**src/rtl/lane_traffic_engine_pkg.sv**
```systemverilog
// Shared constants, FSM state encoding and the move-period helper for the lane traffic engine.
package lane_traffic_engine_pkg;

  localparam int DEF_N_LANES     = 8;
  localparam int DEF_X_W         = 10;
  localparam int DEF_H_ACTIVE    = 640;
  localparam int DEF_CAR_W       = 32;
  localparam int DEF_LANE_Y0     = 64;
  localparam int DEF_LANE_PITCH  = 48;
  localparam int DEF_LANE_H      = 32;
  localparam int DEF_PLAYER_SZ   = 32;
  localparam int DEF_BASE_PERIOD = 4;
  localparam int DIV_W           = 8;

  typedef enum logic [1:0] {
    ST_IDLE,
    ST_MOVE,
    ST_CHECK,
    ST_DONE
  } state_e;

  // Frame ticks per move step: max(1, base - level), never zero.
  function automatic logic [DIV_W-1:0] move_period(input logic [3:0] level, input int base);
    if (int'(level) >= base - 1) return DIV_W'(1);
    else return DIV_W'(base - int'(level));
  endfunction

endpackage

```
**src/rtl/lane_traffic_engine_if.sv**
```systemverilog
// Bundle between the frame/player side and the lane traffic engine.
interface lane_traffic_engine_if #(
  parameter int N_LANES = 8,
  parameter int X_W     = 10
);
  localparam int LW = (N_LANES > 1) ? $clog2(N_LANES) : 1;

  // frame_tick is a one-cycle pulse with no ready: it is taken only while busy
  // is low and run is high; a pulse seen while busy is dropped and sets overrun.
  logic                   frame_tick;
  logic                   run;
  logic [3:0]             level;
  logic [X_W-1:0]         player_x;
  logic [X_W-1:0]         player_y;
  logic [N_LANES*X_W-1:0] car_x;
  logic                   hit;
  logic [LW-1:0]          hit_lane;
  logic                   busy;
  logic                   overrun;

  modport master (
    output frame_tick, run, level, player_x, player_y,
    input  car_x, hit, hit_lane, busy, overrun
  );

  modport slave (
    input  frame_tick, run, level, player_x, player_y,
    output car_x, hit, hit_lane, busy, overrun
  );

endinterface

```
**src/rtl/lane_traffic_engine_lane_stepper.sv**
```systemverilog
// Combinational one-step car mover with wrap-around at the visible width.
module lane_traffic_engine_lane_stepper #(
  parameter int X_W      = 10,
  parameter int H_ACTIVE = 640
) (
  input  logic [X_W-1:0] x_i,
  input  logic [X_W-1:0] step_i,
  input  logic           dir_i,   // 0 = right, 1 = left
  output logic [X_W-1:0] x_o
);
  localparam int CW = X_W + 1;

  logic [CW-1:0] x_w;
  logic [CW-1:0] s_w;
  logic [CW-1:0] sum_w;

  always_comb begin
    x_w   = CW'(x_i);
    s_w   = CW'(step_i);
    sum_w = '0;
    if (!dir_i) begin
      sum_w = x_w + s_w;
      if (sum_w >= CW'(H_ACTIVE)) sum_w = sum_w - CW'(H_ACTIVE);
    end else if (x_w < s_w) begin
      sum_w = x_w + CW'(H_ACTIVE) - s_w;
    end else begin
      sum_w = x_w - s_w;
    end
    x_o = sum_w[X_W-1:0];
  end

endmodule

```
**src/rtl/lane_traffic_engine.sv**
```systemverilog
// Lane traffic engine: per-frame car movement followed by a lane-by-lane
// collision scan against the frog's bounding box.
module lane_traffic_engine
  import lane_traffic_engine_pkg::*;
#(
  parameter int N_LANES     = DEF_N_LANES,
  parameter int X_W         = DEF_X_W,
  parameter int H_ACTIVE    = DEF_H_ACTIVE,
  parameter int CAR_W       = DEF_CAR_W,
  parameter int LANE_Y0     = DEF_LANE_Y0,
  parameter int LANE_PITCH  = DEF_LANE_PITCH,
  parameter int LANE_H      = DEF_LANE_H,
  parameter int PLAYER_SZ   = DEF_PLAYER_SZ,
  parameter int BASE_PERIOD = DEF_BASE_PERIOD
) (
  input  logic                CLK,
  input  logic                RST,
  lane_traffic_engine_if.slave bus,
  output state_e              dbg_state_o
);
  localparam int LW = (N_LANES > 1) ? $clog2(N_LANES) : 1;
  localparam int CW = X_W + 1;

  state_e              state_q, state_d;
  logic [LW-1:0]       ptr_q, ptr_d;
  logic [DIV_W-1:0]    div_q, div_d;
  logic [X_W-1:0]      car_q [N_LANES];
  logic [X_W-1:0]      car_d [N_LANES];
  logic [X_W-1:0]      px_q, px_d, py_q, py_d;
  logic                found_q, found_d;
  logic [LW-1:0]       flane_q, flane_d;
  logic                hit_q, hit_d;
  logic [LW-1:0]       hit_lane_q, hit_lane_d;
  logic                ovr_q, ovr_d;

  logic                tick_ok;
  logic                last_lane;
  logic                overlap;
  logic [DIV_W-1:0]    period;
  logic [X_W-1:0]      cur_x, step, next_x;
  logic [CW-1:0]       lane_y;
  logic [N_LANES*X_W-1:0] car_flat;

  lane_traffic_engine_lane_stepper #(
    .X_W      (X_W),
    .H_ACTIVE (H_ACTIVE)
  ) u_stepper (
    .x_i    (cur_x),
    .step_i (step),
    .dir_i  (ptr_q[0]),
    .x_o    (next_x)
  );

  always_comb begin
    tick_ok   = bus.frame_tick && bus.run;
    last_lane = (ptr_q == LW'(N_LANES - 1));
    period    = move_period(bus.level, BASE_PERIOD);
    cur_x     = car_q[ptr_q];
    step      = X_W'(32'(ptr_q) % 3 + 1);
    lane_y    = CW'(LANE_Y0 + 32'(ptr_q) * LANE_PITCH);
    // Split cars are tested only at their stored x; no wrap-aware compare.
    overlap   = (CW'(px_q) < CW'(cur_x) + CW'(CAR_W)) &&
                (CW'(cur_x) < CW'(px_q) + CW'(PLAYER_SZ)) &&
                (CW'(py_q) < lane_y + CW'(LANE_H)) &&
                (lane_y < CW'(py_q) + CW'(PLAYER_SZ));
  end

  always_comb begin
    state_d    = state_q;
    ptr_d      = ptr_q;
    div_d      = div_q;
    car_d      = car_q;
    px_d       = px_q;
    py_d       = py_q;
    found_d    = found_q;
    flane_d    = flane_q;
    hit_d      = 1'b0;
    hit_lane_d = hit_lane_q;
    ovr_d      = ovr_q | (bus.frame_tick && (state_q != ST_IDLE));
    case (state_q)
      ST_IDLE: begin
        if (tick_ok) begin
          ptr_d   = '0;
          found_d = 1'b0;
          flane_d = '0;
          if ((div_q + DIV_W'(1)) >= period) begin
            div_d   = '0;
            state_d = ST_MOVE;
          end else begin
            div_d   = div_q + DIV_W'(1);
            state_d = ST_CHECK;
            px_d    = bus.player_x;
            py_d    = bus.player_y;
          end
        end
      end
      ST_MOVE: begin
        car_d[ptr_q] = next_x;
        if (last_lane) begin
          ptr_d   = '0;
          state_d = ST_CHECK;
          px_d    = bus.player_x;
          py_d    = bus.player_y;
        end else begin
          ptr_d = ptr_q + LW'(1);
        end
      end
      ST_CHECK: begin
        if (overlap && !found_q) begin
          found_d = 1'b1;
          flane_d = ptr_q;
        end
        if (last_lane) begin
          state_d = ST_DONE;
          hit_d   = found_d;
          if (found_d) hit_lane_d = flane_d;
        end else begin
          ptr_d = ptr_q + LW'(1);
        end
      end
      ST_DONE: state_d = ST_IDLE;
      default: state_d = ST_IDLE;
    endcase
  end

  always_ff @(posedge CLK or posedge RST) begin
    if (RST) begin
      state_q    <= ST_IDLE;
      ptr_q      <= '0;
      div_q      <= '0;
      px_q       <= '0;
      py_q       <= '0;
      found_q    <= 1'b0;
      flane_q    <= '0;
      hit_q      <= 1'b0;
      hit_lane_q <= '0;
      ovr_q      <= 1'b0;
      for (int i = 0; i < N_LANES; i++) car_q[i] <= X_W'(i * (H_ACTIVE / N_LANES));
    end else begin
      state_q    <= state_d;
      ptr_q      <= ptr_d;
      div_q      <= div_d;
      px_q       <= px_d;
      py_q       <= py_d;
      found_q    <= found_d;
      flane_q    <= flane_d;
      hit_q      <= hit_d;
      hit_lane_q <= hit_lane_d;
      ovr_q      <= ovr_d;
      for (int i = 0; i < N_LANES; i++) car_q[i] <= car_d[i];
    end
  end

  always_comb begin
    car_flat = '0;
    for (int i = 0; i < N_LANES; i++) car_flat[i*X_W +: X_W] = car_q[i];
  end

  assign bus.car_x    = car_flat;
  assign bus.hit      = hit_q;
  assign bus.hit_lane = hit_lane_q;
  assign bus.busy     = (state_q != ST_IDLE);
  assign bus.overrun  = ovr_q;
  assign dbg_state_o  = state_q;

endmodule

```
**src/flat_wrapper.sv**
```systemverilog
// flat-port wrapper written by rule: the top's interface ports become plain ports
module lane_traffic_engine_flat import lane_traffic_engine_pkg::*;
#(
  parameter int N_LANES     = DEF_N_LANES,
  parameter int X_W         = DEF_X_W,
  parameter int H_ACTIVE    = DEF_H_ACTIVE,
  parameter int CAR_W       = DEF_CAR_W,
  parameter int LANE_Y0     = DEF_LANE_Y0,
  parameter int LANE_PITCH  = DEF_LANE_PITCH,
  parameter int LANE_H      = DEF_LANE_H,
  parameter int PLAYER_SZ   = DEF_PLAYER_SZ,
  parameter int BASE_PERIOD = DEF_BASE_PERIOD
)
  (CLK, RST, dbg_state_o, bus_frame_tick, bus_run, bus_level, bus_player_x, bus_player_y, bus_car_x, bus_hit, bus_hit_lane, bus_busy, bus_overrun);
  lane_traffic_engine_if #(.N_LANES(N_LANES), .X_W(X_W)) bus_i ();
  input  logic CLK;
  input  logic RST;
  output state_e dbg_state_o;
  input wire logic [$bits(bus_i.frame_tick)-1:0] bus_frame_tick;
  input wire logic [$bits(bus_i.run)-1:0] bus_run;
  input wire logic [$bits(bus_i.level)-1:0] bus_level;
  input wire logic [$bits(bus_i.player_x)-1:0] bus_player_x;
  input wire logic [$bits(bus_i.player_y)-1:0] bus_player_y;
  output wire logic [$bits(bus_i.car_x)-1:0] bus_car_x;
  output wire logic [$bits(bus_i.hit)-1:0] bus_hit;
  output wire logic [$bits(bus_i.hit_lane)-1:0] bus_hit_lane;
  output wire logic [$bits(bus_i.busy)-1:0] bus_busy;
  output wire logic [$bits(bus_i.overrun)-1:0] bus_overrun;
  assign bus_i.frame_tick = bus_frame_tick;
  assign bus_i.run = bus_run;
  assign bus_i.level = bus_level;
  assign bus_i.player_x = bus_player_x;
  assign bus_i.player_y = bus_player_y;
  assign bus_car_x = bus_i.car_x;
  assign bus_hit = bus_i.hit;
  assign bus_hit_lane = bus_i.hit_lane;
  assign bus_busy = bus_i.busy;
  assign bus_overrun = bus_i.overrun;
  lane_traffic_engine #(.N_LANES(N_LANES), .X_W(X_W), .H_ACTIVE(H_ACTIVE), .CAR_W(CAR_W), .LANE_Y0(LANE_Y0), .LANE_PITCH(LANE_PITCH), .LANE_H(LANE_H), .PLAYER_SZ(PLAYER_SZ), .BASE_PERIOD(BASE_PERIOD)) u_core (.CLK(CLK), .RST(RST), .bus(bus_i), .dbg_state_o(dbg_state_o));
endmodule
```
**config.mk**
```make
export PLATFORM = sky130hd
export DESIGN_NAME = lane_traffic_engine_flat
export DESIGN_NICKNAME = d
export VERILOG_FILES = /design/src/rtl/lane_traffic_engine_pkg.sv /design/src/rtl/lane_traffic_engine_if.sv /design/src/rtl/lane_traffic_engine_lane_stepper.sv /design/src/rtl/lane_traffic_engine.sv /design/src/flat_wrapper.sv
export SDC_FILE = /design/constraint.sdc
export NUM_CORES = 1
export LEC_CHECK = 0
export CAP_MARGIN = 15
export CORE_ASPECT_RATIO = 1.4
export CORE_UTILIZATION = 54
export DETAILED_ROUTE_END_ITERATION = 16
export PLACE_DENSITY = 0.85
export SETUP_SLACK_MARGIN = 0.2
export SYNTH_ARGS = -nofsm -noshare
export SYNTH_HDL_FRONTEND = slang
export SYNTH_SLANG_ARGS = --single-unit
```
**constraint.sdc**
```tcl
create_clock -name CLK -period 6.5 [get_ports CLK]
set_input_delay 0.975 -clock CLK [delete_from_list [all_inputs] [get_ports CLK]]
set_output_delay 0.975 -clock CLK [all_outputs]
set_load 0.01 [all_outputs]
```
==> impl_results.md <==
- Status: completed
- XOR/XNOR Fraction of Synth Area: 4.00%
- Most used cell, CP: ha_1
- Top_reg_cell synth: dfrtp_1
- Relative slew slack: 35.4%
- Ant. Diodes: 0
- Final Non-Filler Cells: 1380
- Number of hold buffers added after cts: 0
- Largest net degree at the start of global routing: between 70 and 80
- RSZ-0062 raised after global routing: no
- Placer Congestion: ~1.0
- Mapped Area: 0.00941 mm^2
- Clock sink total: 122
- WL met1: around 11000 um
- CP required: ~6.8 ns
- Worst VDD drop: 0.298 mV
- Syn Inst Count: around 1000
- Setup violators final: 0
- Die H: 158 um
- CP Max Fanout: 18
- Drt first pass iters: 6
- Compound-Gate Fraction of Synth Area: between 10% and 20%
- Slowest stage cell on the critical path: dfrtp_1
- H-tree depth: 4
- Measured slew at the worst slew-check pin: 0.969 ns
- Routed WL: 27000 um
- Fin. max-slew vios: 0
- Synth warnings: 0
- Synth top area share: 27.1%
- # resized after CTS: 0
- Mux contribution to synthesized area: ~8%
- Via density: 6.21
- Yosys reg bits: 122
- CP cell instances: ha_1 -> a21oi_1 -> xnor2_1 -> ha_1 -> a21oi_2 -> mux2i_1 -> inv_1 -> ha_1 -> o21a_1 -> xnor2_1 -> ha_1 -> inv_1 -> o211ai_1 -> a211oi_2 -> o21ai_1 -> a21oi_1 -> o31ai_2 -> o21ai_1
- Largest family of logic cells by synthesized area: compound AO/OA/AOI/OAI gates
- Antenna viol nets, final: 0
- Top cells by area, synth: dfrtp_1 27%, ha_1 12%, nand2_1 5.6%
- Core box area: 0.0169 mm^2
- GRT Residual Overflow: 0
- Fmax: 172 MHz
- Pre-CTS WS: about 1.1 ns
- Clock transition at the registers of the reported paths: 0.06 ns
- Clock Tree Root: clkbuf_16
- Critical path's largest stage delay: 0.74 ns
- Power Density: 508 mW/mm^2
- Area grow syn2layout: 20.0%
- Die ar.: around 0.018 mm^2
- Tmin final: ~5.8 ns
- Mapped Avg Cell Area: 9.02 um^2
- Num rows: 56
- Initial DRC count: 840
- Highest routed metal layer: met4
- Kind of critical path: reg -> reg
- Post-Synth Adder-Cell Area: 14.5%
- Layout cell share with drive strength beyond 1: under 10%
- Worst-Skew Late Latency: roughly 0.43 ns
- Hpwl dp: 19400 um
- CTS tree: yes
- Initial Utilization: 55.7%
- Hold depth: 1
- HP Class: reg -> reg
- Fin crit share: 89.6%
- Residual DRC: 0
- Top post-synthesis cells by count: 141 x nand2_1, 102 x dfrtp_1, 90 x ha_1
- Synth Area in Simple Gates: ~17%
- Lkg Pwr: 0.00496 uW
- Crit path capture type: flop
- Die Span X: 114 um
- Asr flop ratio synth: 100%
- Post-synthesis sequential area ratio: between 30% and 40%
- Post-CTS repair timing setup buffer count: 0
- Metal2 WL: 13400 um
- WL/cell: 19.5 um
- Synth unique cells: 78
- TritonCTS Buffers: 17
- Fillers: around 1300
- Clk_skew: roughly 0.012 ns
- I/O Buffers: 115
- Nets@finish: approximately 1300
- Most instantiated library cell after synthesis: nand2_1
- IO Count: between 100 and 150
- Fin Setup TNS: 0 ns
- Vias in the first global route: 8419
- Synth area leader: dfrtp_1
- Met3 wire len: 1830 um
- Post-Place Cells: 1347
- Startpoint Class: flop
- Worst Reg2Reg Path Length in Cells: 18
- Max Cap Viol: 0
- Clk buf depth: 2
- Total GRT Usage: 30.6%
- Setup ws final: between 0.6 and 0.7 ns
- Via count: 8569
- Antenna violations before repair: 0
- Post-synth EDFFs: 0
- First-pass GRT wire length: 42700 um
- Critical path arrival: 6.11 ns
- Hold Vio Cnt, Final: 0
logic make-up after synthesis:
group | count (synthesis)
fa+ha+maj | 102
buf+inv | 128
compound gates | 265
flops | 122
other cells | 1
xor+xnor | 43
mux | 44
simple gates | 339
area by class of cell:
type | count | area (um^2) | area share, %
clock inverters | 14 | 163 | 1.44
well taps | 232 | 290 | 2.57
inverters | 71 | 269 | 2.38
multi-input cells | 798 | 5840 | 51.7
flip-flops and latches | 122 | 3080 | 27.3
clock buffers | 18 | 429 | 3.80
repair buffers | 125 | 1230 | 10.9
final timing paths:
check,to,slack (ns),from
hold / removal,u_core.bus.overrun,0.46,u_core.bus.overrun
min in group asynchronous,u_core.bus.car_x[20],1.10,RST
max in group asynchronous,u_core.bus.car_x[37],4.25,RST
setup / recovery,u_core.bus.car_x[15],0.67,u_core.ptr_q[2]
hold reg to reg,u_core.bus.overrun,0.46,u_core.bus.overrun
setup reg to reg,u_core.bus.car_x[15],0.67,u_core.ptr_q[2]
power breakdown:
| part | internal, uW | total [uW] | switching [uW] |
|---|---|---|---|
| logic | 1420 | 3620 | 2190 |
| registers | 955 | 1170 | 214 |
| clock network | 574 | 960 | 387 |
layout by cell type (no fill, tap or decap), types with 7 or more instances in the layout:
cell	synthesis	layout
and3_1	30	30
a31oi_1	8	8
nand3_1	48	48
dfrtp_1	102	101
nor2_1	42	41
nor3_1	12	12
inv_1	69	68
o21bai_1	7	7
mux2i_1	21	21
xor2_1	12	12
nand4_1	25	25
mux4_1	10	10
o21ai_1	60	60
buf_4	1	9
o21ai_0	40	40
ha_1	90	90
a21oi_1	49	49
o211ai_1	35	35
dfstp_2	20	20
a211oi_1	10	10
a21o_1	10	10
xnor2_1	31	31
nand2_1	141	141
fa_1	12	12
and2_1	11	11
clkbuf_16	0	17
clkdlybuf4s50_1	0	115
mux4_2	10	10
layer usage:
layer	vias to the layer above	GRT usage, %
li1	3919	-
met1	4146	36.5
met2	422	52.5
met3	82	5.82
met4	0	15.5
met5	-	0
worst max-delay path: cells and delay by family, from the launching register on:
kind / cells / cell delay [ns]
XOR/XNOR: 2 / 0.35
buffers and inverters: 2 / 0.29
multiplexers: 1 / 0.35
AO/OA/AOI/OAI: 9 / 2.43
adder cells (fa/ha/maj): 4 / 1.52
flip-flops: 1 / 0.74
sequential cells by signal (all words and copies together) (netlist names):
name / count
u_core.py_q: 10
u_core.bus.hit: 1
u_core.flane_q: 3
u_core.found_q: 1
u_core.div_q: 8
u_core.ptr_q: 3
u_core.px_q: 10
u_core.dbg_state_o: 2
u_core.bus.hit_lane: 3
u_core.bus.overrun: 1
u_core.bus.car_x: 80
stage by stage:
stage | area, um^2 | total power, uW | utilization, % | hold WS [ns]
floorplan | 9430 | 3640 | - | 0.473
global placement | 10700 | 4600 | 63.3 | 0.436
detailed placement | 10700 | 4690 | 63.3 | 0.448
CTS | 11300 | 5700 | 66.8 | 0.460
global route | 11300 | 6140 | 66.9 | 0.480
finish | 11300 | 5750 | 66.9 | 0.456
(Power assumes the default switching activity.)
